==> src/rtl/alu_arbiter_if.sv <==
// Request/response and ALU-side signal bundle for alu_arbiter; master is the
// requester/ALU environment, slave is the arbiter.
interface alu_arbiter_if;
   logic        req0_valid, req1_valid;
   logic        req0_ready, req1_ready;
   logic [3:0]  req0_cmd, req1_cmd;
   logic [31:0] req0_a, req1_a, req0_b, req1_b;
   logic        req0_s, req1_s;
   logic        rsp0_valid, rsp1_valid;
   logic        rsp0_ready, rsp1_ready;
   logic [31:0] rsp_result;
   logic [3:0]  rsp_status;
   logic [31:0] alu_a, alu_b;
   logic [3:0]  alu_cmd;
   logic        alu_carry_in;
   logic [31:0] alu_result;
   logic [3:0]  alu_status;
   logic [3:0]  status_reg;

   modport master (
      output req0_valid, req1_valid, req0_cmd, req1_cmd, req0_a, req1_a,
             req0_b, req1_b, req0_s, req1_s, rsp0_ready, rsp1_ready,
             alu_result, alu_status,
      input  req0_ready, req1_ready, rsp0_valid, rsp1_valid, rsp_result,
             rsp_status, alu_a, alu_b, alu_cmd, alu_carry_in, status_reg
   );

   modport slave (
      input  req0_valid, req1_valid, req0_cmd, req1_cmd, req0_a, req1_a,
             req0_b, req1_b, req0_s, req1_s, rsp0_ready, rsp1_ready,
             alu_result, alu_status,
      output req0_ready, req1_ready, rsp0_valid, rsp1_valid, rsp_result,
             rsp_status, alu_a, alu_b, alu_cmd, alu_carry_in, status_reg
   );
endinterface

==> src/rtl/alu_arbiter.sv <==
// Two-port arbiter for one shared ALU with NZCV status register; response 2 cycles after accept.
// rspN_ready low holds RESP indefinitely and no new request is readied until the response is taken.
module alu_arbiter #(
   parameter bit ROUND_ROBIN = 1'b1
) (
   input logic         clk,
   input logic         rst,
   alu_arbiter_if.slave bus
);
   typedef enum logic [1:0] {IDLE = 2'd0, EXEC = 2'd1, RESP = 2'd2} state_t;

   state_t      state;
   logic        owner;
   logic        lastGrant;
   logic [3:0]  opCmd;
   logic [31:0] opA;
   logic [31:0] opB;
   logic        opS;
   logic [31:0] rspResult;
   logic [3:0]  rspStatus;
   logic [3:0]  statusReg;
   logic        rsp0Vld;
   logic        rsp1Vld;
   logic        grant0;
   logic        grant1;
   logic        accept0;
   logic        accept1;
   logic        rspTaken;

   // On a tie, round-robin favours the port not granted last time.
   always_comb begin
      grant0 = 1'b0;
      grant1 = 1'b0;
      if (bus.req0_valid && bus.req1_valid) begin
         if (ROUND_ROBIN && !lastGrant) grant1 = 1'b1;
         else                           grant0 = 1'b1;
      end else begin
         grant0 = bus.req0_valid;
         grant1 = bus.req1_valid;
      end
   end

   assign bus.req0_ready = (state == IDLE) && grant0 && !rst;
   assign bus.req1_ready = (state == IDLE) && grant1 && !rst;
   assign accept0        = bus.req0_valid && bus.req0_ready;
   assign accept1        = bus.req1_valid && bus.req1_ready;
   assign rspTaken       = (rsp0Vld && bus.rsp0_ready) || (rsp1Vld && bus.rsp1_ready);

   always_ff @(posedge clk or posedge rst) begin
      if (rst) begin
         state     <= IDLE;
         owner     <= 1'b0;
         lastGrant <= 1'b1;
         opCmd     <= 4'd0;
         opA       <= 32'd0;
         opB       <= 32'd0;
         opS       <= 1'b0;
         rspResult <= 32'd0;
         rspStatus <= 4'd0;
         statusReg <= 4'd0;
         rsp0Vld   <= 1'b0;
         rsp1Vld   <= 1'b0;
      end else begin
         case (state)
            IDLE: begin
               if (accept0 || accept1) begin
                  owner     <= accept1;
                  lastGrant <= accept1;
                  opCmd     <= accept1 ? bus.req1_cmd : bus.req0_cmd;
                  opA       <= accept1 ? bus.req1_a   : bus.req0_a;
                  opB       <= accept1 ? bus.req1_b   : bus.req0_b;
                  opS       <= accept1 ? bus.req1_s   : bus.req0_s;
                  state     <= EXEC;
               end
            end
            EXEC: begin
               rspResult <= bus.alu_result;
               rspStatus <= bus.alu_status;
               if (opS) statusReg <= bus.alu_status;
               rsp0Vld   <= !owner;
               rsp1Vld   <= owner;
               state     <= RESP;
            end
            RESP: begin
               if (rspTaken) begin
                  rsp0Vld <= 1'b0;
                  rsp1Vld <= 1'b0;
                  state   <= IDLE;
               end
            end
            default: state <= IDLE;
         endcase
      end
   end

   assign bus.alu_cmd      = opCmd;
   assign bus.alu_a        = opA;
   assign bus.alu_b        = opB;
   assign bus.alu_carry_in = statusReg[1];
   assign bus.rsp0_valid   = rsp0Vld;
   assign bus.rsp1_valid   = rsp1Vld;
   assign bus.rsp_result   = rspResult;
   assign bus.rsp_status   = rspStatus;
   assign bus.status_reg   = statusReg;
endmodule

==> src/flat_wrapper.sv <==
// flat-port wrapper written by rule: the top's interface ports become plain ports
module alu_arbiter_flat 
#(
   parameter bit ROUND_ROBIN = 1'b1
)
  (clk, rst, bus_req0_valid, bus_req1_valid, bus_req0_cmd, bus_req1_cmd, bus_req0_a, bus_req1_a, bus_req0_b, bus_req1_b, bus_req0_s, bus_req1_s, bus_rsp0_ready, bus_rsp1_ready, bus_alu_result, bus_alu_status, bus_req0_ready, bus_req1_ready, bus_rsp0_valid, bus_rsp1_valid, bus_rsp_result, bus_rsp_status, bus_alu_a, bus_alu_b, bus_alu_cmd, bus_alu_carry_in, bus_status_reg);
  alu_arbiter_if bus_i ();
  input logic clk;
  input logic rst;
  input wire logic [$bits(bus_i.req0_valid)-1:0] bus_req0_valid;
  input wire logic [$bits(bus_i.req1_valid)-1:0] bus_req1_valid;
  input wire logic [$bits(bus_i.req0_cmd)-1:0] bus_req0_cmd;
  input wire logic [$bits(bus_i.req1_cmd)-1:0] bus_req1_cmd;
  input wire logic [$bits(bus_i.req0_a)-1:0] bus_req0_a;
  input wire logic [$bits(bus_i.req1_a)-1:0] bus_req1_a;
  input wire logic [$bits(bus_i.req0_b)-1:0] bus_req0_b;
  input wire logic [$bits(bus_i.req1_b)-1:0] bus_req1_b;
  input wire logic [$bits(bus_i.req0_s)-1:0] bus_req0_s;
  input wire logic [$bits(bus_i.req1_s)-1:0] bus_req1_s;
  input wire logic [$bits(bus_i.rsp0_ready)-1:0] bus_rsp0_ready;
  input wire logic [$bits(bus_i.rsp1_ready)-1:0] bus_rsp1_ready;
  input wire logic [$bits(bus_i.alu_result)-1:0] bus_alu_result;
  input wire logic [$bits(bus_i.alu_status)-1:0] bus_alu_status;
  output wire logic [$bits(bus_i.req0_ready)-1:0] bus_req0_ready;
  output wire logic [$bits(bus_i.req1_ready)-1:0] bus_req1_ready;
  output wire logic [$bits(bus_i.rsp0_valid)-1:0] bus_rsp0_valid;
  output wire logic [$bits(bus_i.rsp1_valid)-1:0] bus_rsp1_valid;
  output wire logic [$bits(bus_i.rsp_result)-1:0] bus_rsp_result;
  output wire logic [$bits(bus_i.rsp_status)-1:0] bus_rsp_status;
  output wire logic [$bits(bus_i.alu_a)-1:0] bus_alu_a;
  output wire logic [$bits(bus_i.alu_b)-1:0] bus_alu_b;
  output wire logic [$bits(bus_i.alu_cmd)-1:0] bus_alu_cmd;
  output wire logic [$bits(bus_i.alu_carry_in)-1:0] bus_alu_carry_in;
  output wire logic [$bits(bus_i.status_reg)-1:0] bus_status_reg;
  assign bus_i.req0_valid = bus_req0_valid;
  assign bus_i.req1_valid = bus_req1_valid;
  assign bus_i.req0_cmd = bus_req0_cmd;
  assign bus_i.req1_cmd = bus_req1_cmd;
  assign bus_i.req0_a = bus_req0_a;
  assign bus_i.req1_a = bus_req1_a;
  assign bus_i.req0_b = bus_req0_b;
  assign bus_i.req1_b = bus_req1_b;
  assign bus_i.req0_s = bus_req0_s;
  assign bus_i.req1_s = bus_req1_s;
  assign bus_i.rsp0_ready = bus_rsp0_ready;
  assign bus_i.rsp1_ready = bus_rsp1_ready;
  assign bus_i.alu_result = bus_alu_result;
  assign bus_i.alu_status = bus_alu_status;
  assign bus_req0_ready = bus_i.req0_ready;
  assign bus_req1_ready = bus_i.req1_ready;
  assign bus_rsp0_valid = bus_i.rsp0_valid;
  assign bus_rsp1_valid = bus_i.rsp1_valid;
  assign bus_rsp_result = bus_i.rsp_result;
  assign bus_rsp_status = bus_i.rsp_status;
  assign bus_alu_a = bus_i.alu_a;
  assign bus_alu_b = bus_i.alu_b;
  assign bus_alu_cmd = bus_i.alu_cmd;
  assign bus_alu_carry_in = bus_i.alu_carry_in;
  assign bus_status_reg = bus_i.status_reg;
  alu_arbiter #(.ROUND_ROBIN(ROUND_ROBIN)) u_core (.clk(clk), .rst(rst), .bus(bus_i));
endmodule
==> config.mk <==
export PLATFORM = sky130hd
export DESIGN_NAME = alu_arbiter_flat
export DESIGN_NICKNAME = d
export VERILOG_FILES = /design/src/rtl/alu_arbiter_if.sv /design/src/rtl/alu_arbiter.sv /design/src/flat_wrapper.sv
export SDC_FILE = /design/constraint.sdc
export NUM_CORES = 1
export LEC_CHECK = 0
export BUFFER_PORTS_ARGS = -buffer_cell sky130_fd_sc_hd__buf_2
export CORE_MARGIN = 2
export CORE_UTILIZATION = 41
export DETAILED_ROUTE_END_ITERATION = 7
export PLACE_DENSITY = 0.84
export SLEW_MARGIN = 15
export SYNTH_ARGS = -nofsm -noshare
export SYNTH_HDL_FRONTEND = slang
export SYNTH_SLANG_ARGS = --single-unit
==> constraint.sdc <==
create_clock -name clk -period 3.7 [get_ports clk]
set_clock_uncertainty 0.2 [all_clocks]
set_input_delay 0.74 -clock clk [delete_from_list [all_inputs] [get_ports clk]]
set_output_delay 0.74 -clock clk [all_outputs]
set_load 0.1 [all_outputs]
==> metrics <==
status=completed; YS warnings=0; GR Overflow Total=0; fin crit period=2.75 ns; post-CTS setup buffers=0; RSZ-0062 raised after global routing=no; # setup viols final=0; R2R setup slack=1.31 ns; area of the multi-input gates=roughly 2100 um^2; nets=a little over 1000; R2R cell count=4; GRT Total Usage=23.4%; # IOs=293; DR vias=~5600; die width=119 um; FF-to-FF Start=u_core.state[0]; number of library cell types mapped by synthesis=30; CTS clk-pin slew, worst paths=0.05 ns; synthesized cell area=5390 um^2; initial antenna violation count=2; IO Port Bufs=292; gr busiest metal=met2; setup tns final=0 ns; Mapped Nets=772; Commonest cells post-synth=dfrtp_1 (114), nand2_1 (111), a21oi_1 (70), nand3_1 (70); type of the worst setup path=reg -> out; Max Clk Rate=~360 MHz; EDFF count, synth=0; Final Worst Setup Slack=approximately 0.95 ns; share of layout cells above drive strength 1=about two fifths; Clock Latency Late Sink=0.41 ns; HP Class=reg -> reg; FFs w/ async S/R, synth=100%; Initial Utilization=42.4%; Avg Cell Area, Syn=between 9 and 10 um^2; std cell rows=41; grt met3 use=6.61%; Hold Crit Depth=2; Crit. End Element=output pin; CTS tree=done; Fill cells=1150; largest net degree at the start of global routing=~120; GR Layer Usage met1=29.4%; H-tree Lvls=4; Post-DP HPWL=between 10000 and 15000 um; Final period util=74.4%; synth top area cells=dfrtp_1 (53%), a31oi_1 (7.9%), nand2_1 (7.7%); R2R Path End=u_core.bus.alu_b[26]; Hold-fix buffers, CTS=0; initial drt markers=~500; CORE AREA=12700 um^2; Slew headroom=34.7%; Syn Inst Count=592; slowest library cell on the worst path=or3_2; Final Max Tran Viols=0; area leader, netlist=dfrtp_1; vias per std cell=5.36; clock net sink count=115; Final Hold Vio Count=0; Hold Crit Endpoint=u_core.bus.rsp_result[14]; startpoint class of the critical path=flop; register area share after synthesis=between 50% and 60%; Max stage delay on crit path=approximately 0.56 ns; CTS Buf Count=17; worst-path cell chain=or3_2, nor2_4, buf_12; GP Congestion=0.818; die area=around 14000 um^2; Tightest Pin Transition=0.977 ns; critical-path maximum fanout=6; routed len/inst=16.0 um; Total Wirelength=16600 um; hold_sp=u_core.bus.rsp_result[14]; vias in the first global route=5185; DR DRC count=0; Clock Root Buffer=clkbuf_16; DRT Pass-1 Iters=7; die height=about 120 um; register area=2880 um^2; register bit total from synthesis=115; Area growth syn-to-layout=38.3%; Max-Cap Viols=0; ANT nets after route=0; met2 Resource Use GR=38.6%; Most used DFF post-synth=dfrtp_1; CP arrival=1.81 ns; dpl ws=around 0.9 ns; Crit path required time=between 2 and 3 ns; Yosys top cell area share=52.9%; first-pass GRT wire length=26300 um; Post-CTS Resized=0; Max Root-Sink Buffers=2; most common cell in the netlist=dfrtp_1
## cell type report
type                    instances  area share, %
diodes                          1         0.0336
clock buffers                  19           5.94
clock inverters                13           2.43
inverters                       4          0.252
multi-input cells             411           28.3
flip-flops and latches        115           38.6
well taps                     172           2.89
repair buffers                302           21.5
## how the worst max path moves through the flow
stage          cells past startpoint       startpoint                    to  slack [ns]
2_1_floorplan                      4              rst        bus_req1_ready        0.86
3_5_place_dp                       4   bus_req0_valid  u_core.bus.alu_b[26]        0.90
3_3_place_gp                       4              rst        bus_req1_ready        0.96
4_1_cts                            3  u_core.state[0]        bus_req1_ready        0.92
6_report                           3  u_core.state[0]        bus_req1_ready        0.95
5_1_grt                            3  u_core.state[0]        bus_req1_ready        0.88
## worst max-delay path, delay by kind of cell (launching register included)
kind                   cells  cell delay [ns]
flip-flops                 1             0.48
buffers and inverters      1             0.19
AND/OR/NAND/NOR            2             0.74
## per-stage QoR
| stage | utilization (%) | hold WS (ns) | cells | area, um^2 |
|---|---|---|---|---|
| after floorplan | - | 0.273 | 592 | 5400 |
| after global placement | 53.7 | 0.253 | 1004 | 6830 |
| after detailed placement | 53.7 | 0.257 | 1004 | 6830 |
| after global routing | 58.6 | 0.291 | 1037 | 7460 |
| final | 58.6 | 0.269 | 1037 | 7460 |
| after CTS | 58.6 | 0.271 | 1036 | 7450 |
## cells by family after synthesis
kind of cell    Yosys count  share of synthesized area (%)
compound gates          218                           22.7
buf+inv                  66                           7.65
flops                   115                           53.4
mux                       4                          0.835
simple gates            189                           15.5
## routing by layer
metal,vias up,wire length [um],part of all wire [%]
met3,23,1490,9.0
met5,-,0,0
met1,2608,6510,39
li1,2630,-,-
met2,297,8290,50
met4,0,287,1.7
## layout by cell type (no fill, tap or decap), types with 5 or more instances in the layout
cell type and count:
buf_12 5, buf_4 7, nand3_1 70, nand2_1 111
a21oi_1 70, clkbuf_16 17, a31oi_1 68, o21ai_1 68
dfrtp_1 114, buf_2 290
Power is left out: the tool's default activity adds up to more than one toggle a clock period on the data nets, which glitch-free logic cannot reach.
